### src/rtl/buffer_pkg.sv
// rtl/buffer_pkg.sv - shared defaults and types for the UART-to-game byte buffer
package buffer_pkg;

    localparam int WIDTH_DEF = 8;
    localparam int DEPTH_DEF = 4;

    typedef logic [WIDTH_DEF-1:0] byte_t;

    // Count needs one bit more than a pointer so that full and empty differ.
    function automatic int count_bits(input int depth);
        return $clog2(depth) + 1;
    endfunction

endpackage

### src/rtl/byte_fifo.sv
// rtl/byte_fifo.sv - circular byte FIFO with pointers, count and full/empty flags
module byte_fifo
    import buffer_pkg::*;
#(
    parameter int WIDTH = WIDTH_DEF,
    parameter int DEPTH = DEPTH_DEF
) (
    input  logic                           clk,
    input  logic                           rst,
    input  logic                           push,
    input  logic                           pop,
    input  logic [WIDTH-1:0]               wdata,
    output logic [WIDTH-1:0]               rdata,
    output logic                           full,
    output logic                           empty,
    output logic [count_bits(DEPTH)-1:0]   count
);

    localparam int PW = $clog2(DEPTH);
    localparam int CW = count_bits(DEPTH);

    localparam logic [PW-1:0] PTR_ONE   = PW'(1);
    localparam logic [CW-1:0] CNT_ONE   = CW'(1);
    localparam logic [CW-1:0] CNT_DEPTH = CW'(DEPTH);

    logic [WIDTH-1:0] mem_q [DEPTH];
    logic [WIDTH-1:0] mem_d [DEPTH];
    logic [PW-1:0]    wr_ptr_q, wr_ptr_d;
    logic [PW-1:0]    rd_ptr_q, rd_ptr_d;
    logic [CW-1:0]    count_q, count_d;

    // Caller guarantees push only when not full (or popping) and pop only when not empty.
    always_comb begin
        mem_d    = mem_q;
        wr_ptr_d = wr_ptr_q;
        rd_ptr_d = rd_ptr_q;
        count_d  = count_q;

        if (push) begin
            mem_d[wr_ptr_q] = wdata;
            wr_ptr_d        = wr_ptr_q + PTR_ONE;
        end
        if (pop) begin
            rd_ptr_d = rd_ptr_q + PTR_ONE;
        end

        unique case ({push, pop})
            2'b10:   count_d = count_q + CNT_ONE;
            2'b01:   count_d = count_q - CNT_ONE;
            default: count_d = count_q;
        endcase
    end

    always_ff @(posedge clk) begin
        if (rst) begin
            wr_ptr_q <= '0;
            rd_ptr_q <= '0;
            count_q  <= '0;
        end else begin
            wr_ptr_q <= wr_ptr_d;
            rd_ptr_q <= rd_ptr_d;
            count_q  <= count_d;
        end
    end

    // Storage contents are don't-care after reset, so no reset branch here.
    always_ff @(posedge clk) begin
        mem_q <= mem_d;
    end

    assign rdata = mem_q[rd_ptr_q];
    assign full  = (count_q == CNT_DEPTH);
    assign empty = (count_q == '0);
    assign count = count_q;

endmodule

### src/rtl/buffer.sv
// rtl/buffer.sv - queues receiver bytes and hands the oldest to the game on request
module buffer
    import buffer_pkg::*;
#(
    parameter int WIDTH = WIDTH_DEF,
    parameter int DEPTH = DEPTH_DEF
) (
    input  logic             clk,
    input  logic             nRst,
    input  logic             ready,
    input  logic [WIDTH-1:0] Rx_byte,
    input  logic             game_rdy,
    output logic [WIDTH-1:0] guess
);

    localparam int CW = count_bits(DEPTH);

    logic             ready_q, ready_d;
    logic [WIDTH-1:0] guess_q, guess_d;

    logic             push_req;
    logic             push_ok;
    logic             pop_ok;
    logic [WIDTH-1:0] head;
    logic             fifo_full;
    logic             fifo_empty;
    logic [CW-1:0]    fifo_count;

    // A long ready level yields one push; a pop frees a slot so a push at full is kept.
    always_comb begin
        ready_d  = ready;
        push_req = ready & ~ready_q;
        pop_ok   = game_rdy & ~fifo_empty;
        push_ok  = push_req & (~fifo_full | pop_ok);
        guess_d  = pop_ok ? head : guess_q;
    end

    always_ff @(posedge clk) begin
        if (nRst) begin
            ready_q <= 1'b0;
            guess_q <= '0;
        end else begin
            ready_q <= ready_d;
            guess_q <= guess_d;
        end
    end

    byte_fifo #(
        .WIDTH (WIDTH),
        .DEPTH (DEPTH)
    ) u_fifo (
        .clk   (clk),
        .rst   (nRst),
        .push  (push_ok),
        .pop   (pop_ok),
        .wdata (Rx_byte),
        .rdata (head),
        .full  (fifo_full),
        .empty (fifo_empty),
        .count (fifo_count)
    );

    assign guess = guess_q;

endmodule

### config.mk
export PLATFORM = sky130hd
export DESIGN_NAME = buffer
export DESIGN_NICKNAME = d
export VERILOG_FILES = /design/src/rtl/buffer_pkg.sv /design/src/rtl/byte_fifo.sv /design/src/rtl/buffer.sv
export SDC_FILE = /design/constraint.sdc
export NUM_CORES = 1
export LEC_CHECK = 0
export BUFFER_PORTS_ARGS = -buffer_cell sky130_fd_sc_hd__buf_4
export CAP_MARGIN = 15
export CORE_MARGIN = 2
export CORE_UTILIZATION = 39
export CTS_CLUSTER_DIAMETER = 200
export DETAILED_ROUTE_END_ITERATION = 8
export SYNTH_ARGS = -nofsm -noshare
export SYNTH_HDL_FRONTEND = slang
export SYNTH_SLANG_ARGS = --single-unit
### constraint.sdc
create_clock -name clk -period 5.2 [get_ports clk]
set_input_delay 0.26 -clock clk [delete_from_list [all_inputs] [get_ports clk]]
set_output_delay 0.26 -clock clk [all_outputs]
set_load 0.01 [all_outputs]
Word level (Yosys, flattened, before mapping):

Cells that the tools add are included.
Widths: inputs -> output; s select.

* flip-flop bits (word level): 48
* logic and storage cells: 38

* $add $sub $neg: 4
* order comparisons: 3
* equality and inequality tests: 3
* muxes and demuxes: 7
* bitwise logic cells: 9
* reductions and logical operators: 3

Operators with widths (count)
* $bwmux 32: 1
* $mux 8: 3
* $bmux 8 s2: 1
* $demux 8 s2: 1
* $ge 3x3->1 const B: 2
* $not 2->3: 2
* $pmux 3 s2: 1
* $add 2x1->2 const B: 2
* $add 3x1->3 const B: 1
* $and 1x1->1: 3
* $eq 3x3->1 const B: 1
* $logic_not 3->1: 1
* $lt 3x1->1 const B: 1
* $not 1->1: 3
* $sub 3x1->3 const B: 1
* $eq 2x1->1 const B: 1
* $eq 2x2->1 const B: 1
* $reduce_bool 2->1: 1
* $logic_and 1x1->1: 1
* $or 1x1->1: 1

Longest topological paths before layout:

Gate-level depths: netlist of the first run.

* depth in word-level cells: 7
* mapped depth: 9

By module:

From an unflattened synthesis of the first run, not the netlist that was laid out.

* cells, all modules: 125
* area total of the unflattened synthesis: 1943.1 um2

Modules (own cells, without submodules)
* byte_fifo: instances 1, cells each 85, area each 1544.0 um2
* buffer: instances 1, cells each 40, area each 399.1 um2

Worst setup path after synthesis of the first run:

OpenSTA, ideal clock, no wires.

* path type: reg2reg
* start: register u_fifo.count_q[0], in the netlist u_fifo.count[0]
* end: register u_fifo.count_q[2], in the netlist u_fifo.count[2]
* arrival time: 1982 ps
* data required time: 5129 ps
* setup slack: 3148 ps
* stages on the path, launching flop included: 10
* buffers on the path: 0
* clock period less this slack: 2052 ps
* path through: dfxtp_1 > nor4b_1 > nor2_1 > inv_1 > ha_1 > inv_1 > fa_1 > xor2_1 > or3_1 > a21oi_1

* longest elaborated chain between the ends: 7
* elaborated cells on any way between the ends: 13

Ends and longest elaborated chain
* start: declaration: RTL line byte_fifo.sv:30 `logic [CW-1:0] count_q, count_d;`
* start signal: assignment: RTL line byte_fifo.sv:62 `count_q <= count_d;`
* $logic_not 3->1: RTL line byte_fifo.sv:73 `assign empty = (count_q == '0);`
* $not 1->1: RTL line buffer.sv:33 `pop_ok = game_rdy & ~fifo_empty;`
* $and 1x1->1: RTL line buffer.sv:33
* $or 1x1->1: RTL line buffer.sv:34 `push_ok = push_req & (~fifo_full | pop_ok);`
* $and 1x1->1: RTL line buffer.sv:34
* $eq 2x1->1 or $eq 2x2->1 (tied branches): RTL line byte_fifo.sv:47 `unique case ({push, pop})`
* $pmux 3 s2 or $reduce_bool 2->1 (tied branches)

Parallel ways exist; a longest one is shown, timed or not.
A chain may end at the register's enable or synchronous reset.

Worst setup path after layout of the first run:

Same ends and word-level chain as after synthesis.

==> results of run 1 <==
[path summary, 6_finish.rpt]
kind                         from               to  slack [ps]  cells past startpoint
hold / removal         Rx_byte[7]  u_fifo.mem_q[7]         160                      1
setup reg to reg  u_fifo.count[0]  u_fifo.count[2]        2880                      9
setup / recovery  u_fifo.count[0]  u_fifo.count[2]        2880                      9
hold reg to reg          guess[7]         guess[7]         460                      2
[layout by cell type (no fill, tap or decap), drive strengths merged]
master / synthesis / layout
a21oi: 13 / 13
and3: 4 / 4
buf: 3 / 20
clkbuf: 1 / 6
clkinv: 0 / 1
dfxtp: 16 / 16
edfxtp: 32 / 32
fa: 1 / 1
ha: 5 / 5
inv: 8 / 9
mux4: 8 / 8
nand2: 16 / 16
nand2b: 1 / 1
nand3: 2 / 2
nor2: 5 / 5
nor2b: 2 / 2
nor4b: 1 / 1
o21ai: 4 / 4
o31ai: 1 / 1
or3: 2 / 2
or4b: 1 / 1
xnor2: 1 / 1
xor2: 2 / 2
[worst max-delay path: stages, from the launching register on]
cell,delay [ps]
dfxtp_1,360
nor4b_1,490
nor2_1,80
inv_1,70
ha_1,180
inv_1,60
fa_1,370
xor2_1,150
or3_1,300
a21oi_1,180
[final cells by class]
type,count,area [µm²]
fillers,421,2520
flip-flops and latches,48,1280
multi-input cells,69,557
repair buffers,20,150
well taps,67,83.8
clock buffers,6,82.6
inverters,8,32.5
clock inverters,2,13.8
[cells by family after synthesis]
| family | after synthesis |
|---|---|
| fa+ha+maj | 6 |
| mux | 8 |
| compound gates | 18 |
| simple gates | 34 |
| xor+xnor | 3 |
| buf+inv | 12 |
| flops | 48 |
[sequential cells by signal (all words and copies together) (netlist names)]
name and flops:
u_fifo.mem_q 32, u_fifo.wr_ptr_q 2, ready_q 1, u_fifo.rd_ptr_q 2, guess 8, u_fifo.count 3
[power breakdown]
part | total (W) | switching [W] | internal [W]
registers | 0.000499 | 0.0000472 | 0.000451
clock network | 0.000230 | 0.000121 | 0.000109
logic | 0.000230 | 0.000113 | 0.000117
total | 0.000959 | 0.000281 | 0.000677
[layer usage]
layer  up-vias  track usage [%]
met5         -                0
met2        29             20.9
li1        514                -
met4         0             8.28
met1       529             17.1
met3         6             4.80
[metrics by stage]
| step | hold slack, ps | util [%] |
|---|---|---|
| after floorplan | 329 | - |
| after global placement | 446 | 44.6 |
| after detailed placement | 456 | 44.6 |
| after CTS | 148 | 46.6 |
| after global routing | 144 | 46.6 |
| final | 155 | 46.6 |
==> impl_metrics.yaml, run 1 <==
drt:
  num_vias: 1078
  ant_nets: 0
  drt-met1-wl_um: 1470
  wl_met2_um: 1570
  viasPerCell: 4.90
  drt_iter0_drc: 56
  routed_wl_um: 3260
  wl_met3_um: 156
  drc: 0
  highest_layer: "met4"
  firstDrtPassIters: 4
  drt-wirelength-per-cell_um: 14.8
cells_and_area:
  finish.net_count: 170
  stdcell_count: 220
  antenna_cells: 0
  stdcell_area_um2: 2200
  drive_above_1_share_pct: 23.5
  syn2layout_area_growth_pct: 16.0
placement:
  pre_cts_slack_ps: 2840
  port_buffers: 19
  placed_cell_area_um2: 2100
  place_inst: 212
  hpwl_um: 2280
  routabilityCongestion: 0.751
timing:
  period_share_pct: 44.7
  slew_violations: 0
  layout_setup_ws_ps: 2880
  fin_crit_ps: 2320
  worst_slew_pin_slew_ps: 613
  fin_skew_ps: 11.1
  tns_ps: 0
  finalSetupViolCount: 0
  fmax_ghz: 0.430
  hold_violations: 0
  rsz0062_at_grt: "false"
  relSlewSlack_pct: 59.1
synth:
  synth-xor-area-share_pct: 1.38
  synth_cells: 129
  synth_area_leader_cell: "edfxtp_1"
  synth_compound_area_share_pct: 4.88
  synth-edff-count: 32
  synth_simple_gate_area_share_pct: 8.83
  yosys_warnings: 0
  synth_fp_nets: 147
  synthAdderAreaFrac_pct: 4.35
  synth_area_per_cell_um2: 14.7
  synthArstFlopShare_pct: 0
  synth_top_family_by_area: "multiplexers"
  synth.area.top_cells: "edfxtp_1 51%, dfxtp_1 17%, mux4_2 7.1%"
  ys_seq_area_share_pct: 67.5
  ys_seq_elements: 48
  synth_commonest_cells: "32 x edfxtp_1, 16 x dfxtp_1, 16 x nand2_1, 13 x a21oi_1, 7 x inv_1"
  syn-cell-area_um2: 1900
  synth_cell_types: 26
  synth_top_area_share_pct: 50.6
  yosysMostFrequentCell: "edfxtp_1"
  synth.area.mux_share_pct: 9.89
  ys.flop_type: "edfxtp_1"
power_and_ir_drop:
  leakagePower_nw: 0.780
  ir_worst_vdd_mv: 0.238
  powerDensity_nw_per_um2: 436
  total_power_w: 0.000959
worst_setup_path:
  arrival_ps: 2540
  critPathCaptureType: "register"
  start_kind: "register"
  path_class: "register to register"
  path_max_fanout: 5
  required_ps: 5420
grt:
  grt_pass1_vias: 1111
  grt_pass1_wl_um: 5400
  gr-usage-all-layers_pct: 13.9
  antenna_found_initial: 0
  grt_start_max_net_pins: 17
  overflow: 0
clock_tree:
  numCtsBuffers: 5
  cts_tree: "done"
  holdBufCountCts: 0
  ctsResizeCount: 0
  ctsHtreeMaxLevel: 2
  cts_sinks: 48
  clk_pin_slew_worst_paths_ps: 90
  clock_latency_ps: 300
  cts_root_buf: "clkbuf_8"
  cts_setup_buffers: 0
  clock_path_buffers: 2
die:
  die_h_um: 73.8
  coreArea_um2: 4720
  std_cell_rows: 25
  pin_count: 20
  initial_utilization_pct: 40.2
  die-area_um2: 5440
  die_w_um: 73.8
job:
  max_cap_viol_count: 0
min_path:
  worstHoldPathType: "input port to register"
outcome:
  outcome: "finished clean"
No activity file was read; power rests on OpenSTA's default activity.
==> run 2, diff against run 1 <==
clock period = 2.2 ns   (was 5.2 ns; I/O delays follow)
==> impl_metrics.yaml, run 2 (synthesis gave the netlist of run 1 again) <==
worst_setup_path:
  path_max_fanout: 5
  critPathCaptureType: "register"
  path_class: "register to register"
  start_kind: "register"
  slowest_stage: "or3_1"
  cp_slowest_stage_delay_ps: 380
  worstPathCellList: "nor4b_4, nor2_1, inv_1, ha_4, inv_1, fa_2, xor2_1, or3_1, a21oi_2"
  arrival_ps: 2290
  cpMostUsedCell: "inv_1"
  required_ps: 2430
clock_tree:
  numCtsBuffers: 5
  cts_tree: "done"
  cts_sinks: 48
  clock_path_buffers: 2
  cts_root_buf: "clkbuf_8"
  ctsHtreeMaxLevel: 2
  clk_pin_slew_worst_paths_ps: 80
  clock_latency_ps: 300
grt:
  grt_util_met3_pct: 4.39
  grt_pass1_vias: 1094
  use_met1_pct: 17.3
  overflow: 0
  top_usage_layer: "met2"
  grt_start_max_net_pins: 17
  met2_usage_pct: 21.3
  gr-usage-all-layers_pct: 13.5
  grt_pass1_wl_um: 5200
  antenna_found_initial: 0
drt:
  drt_iter0_drc: 35
  num_vias: 1101
  drc: 0
  drt-wirelength-per-cell_um: 14.5
  firstDrtPassIters: 4
  ant_nets: 0
  viasPerCell: 4.83
  routed_wl_um: 3300
cells_and_area:
  final_common_cell: "edfxtp_1"
  syn2layout_area_growth_pct: 22.5
  antenna_cells: 0
  drive_above_1_share_pct: 28.0
  layout_common_cells: "32 x edfxtp_1, 24 x buf_4, 16 x nand2_1"
  stdcell_count: 228
  stdcell_area_um2: 2320
  largest_reg_flops: 32
  regMostFlops: "u_fifo.mem_q"
  fillCellCount: 409
  fin_util_pct: 49.2
  finish.net_count: 178
power_and_ir_drop:
  ir_worst_vdd_mv: 0.524
  pwr-share-seq_pct: 48.5
  power_frac_clock_pct: 25.5
  powerDensity_nw_per_um2: 1050
  power_switching_w: 0.000688
  switching_share_pct: 28.3
  combPwrFrac_pct: 26.0
  internal_power_w: 0.00175
  leakagePower_nw: 0.827
  total_power_w: 0.00243
placement:
  place_inst: 215
  port_buffers: 19
  placed_cell_area_um2: 2130
  pre_cts_slack_ps: -50.0
  hpwl_um: 2290
  routabilityCongestion: 0.769
die:
  std_cell_rows: 25
  die_h_um: 73.8
  initial_utilization_pct: 40.2
  die_w_um: 73.8
  coreArea_um2: 4720
  pin_count: 20
  die-area_um2: 5440
timing:
  slew_violations: 0
  period_share_pct: 93.2
  relSlewSlack_pct: 68.0
  rsz0062_at_grt: "false"
  fmax_ghz: 0.488
  fin_crit_ps: 2050
  hold_violations: 0
  worst_slew_pin_slew_ps: 477
  finalSetupViolCount: 0
  layout_setup_ws_ps: 149
  fin_skew_ps: 7.63
min_path:
  worstHoldPathType: "input port to register"
job:
  max_cap_viol_count: 0
outcome:
  outcome: "finished clean"
-- run 2: path summary, 6_finish.rpt --
kind         slack (ps)               end            start  cells after the start
max                 150   u_fifo.count[2]  u_fifo.count[1]                      9
max reg2reg         150   u_fifo.count[2]  u_fifo.count[1]                      9
min                  10  u_fifo.mem_q[26]       Rx_byte[2]                      1
min reg2reg         460          guess[5]         guess[5]                      2
-- run 2: layout make-up --
class,count,area (µm²),share of cell area [%]
clock buffer,5,68.8,2.96
clock inverter,3,42.5,1.83
inverter,8,32.5,1.40
multi-input combinational,69,591,25.4
sequential,48,1290,55.3
tap,67,83.8,3.61
timing repair buffer,28,220,9.47
-- run 2: per-layer routing --
metal	part of all wire, %	wire length [µm]	vias up
met5	0	0	-
met1	46	1500	542
li1	-	-	530
met2	49	1600	24
met3	4.2	138	5
met4	1.7	57	0
-- run 2: per-stage QoR --
stage	hold slack (ps)	TNS [ps]
global route	1.48	0
finish	12.7	0
global placement	307	0
floorplan	179	0
detailed placement	313	-50.0
CTS	0.336	0
-- run 2: worst max-delay path, delay by kind of cell (launching register included) --
kind	cells	cell delay, ps
buf+inv	2	140
xor+xnor	1	160
compound gates	1	130
fa+ha+maj	2	460
flops	1	370
simple gates	3	730
-- run 2: power by group through the flow --
stage               logic (W)  registers, W  clock network (W)
floorplan            0.000426       0.00115                  0
global placement     0.000571       0.00118                  0
detailed placement   0.000594       0.00119                  0
CTS                  0.000602       0.00117           0.000634
global route         0.000700       0.00119           0.000670
finish               0.000632       0.00118           0.000621
-- run 2: what timing repair did --
action	4_1_cts	5_1_grt
endpoints found under the setup margin	1	1
hold endpoints to repair	9	4
hold buffers	3	1
pin swaps	0	5
resized for setup	1	8
setup buffers	0	1
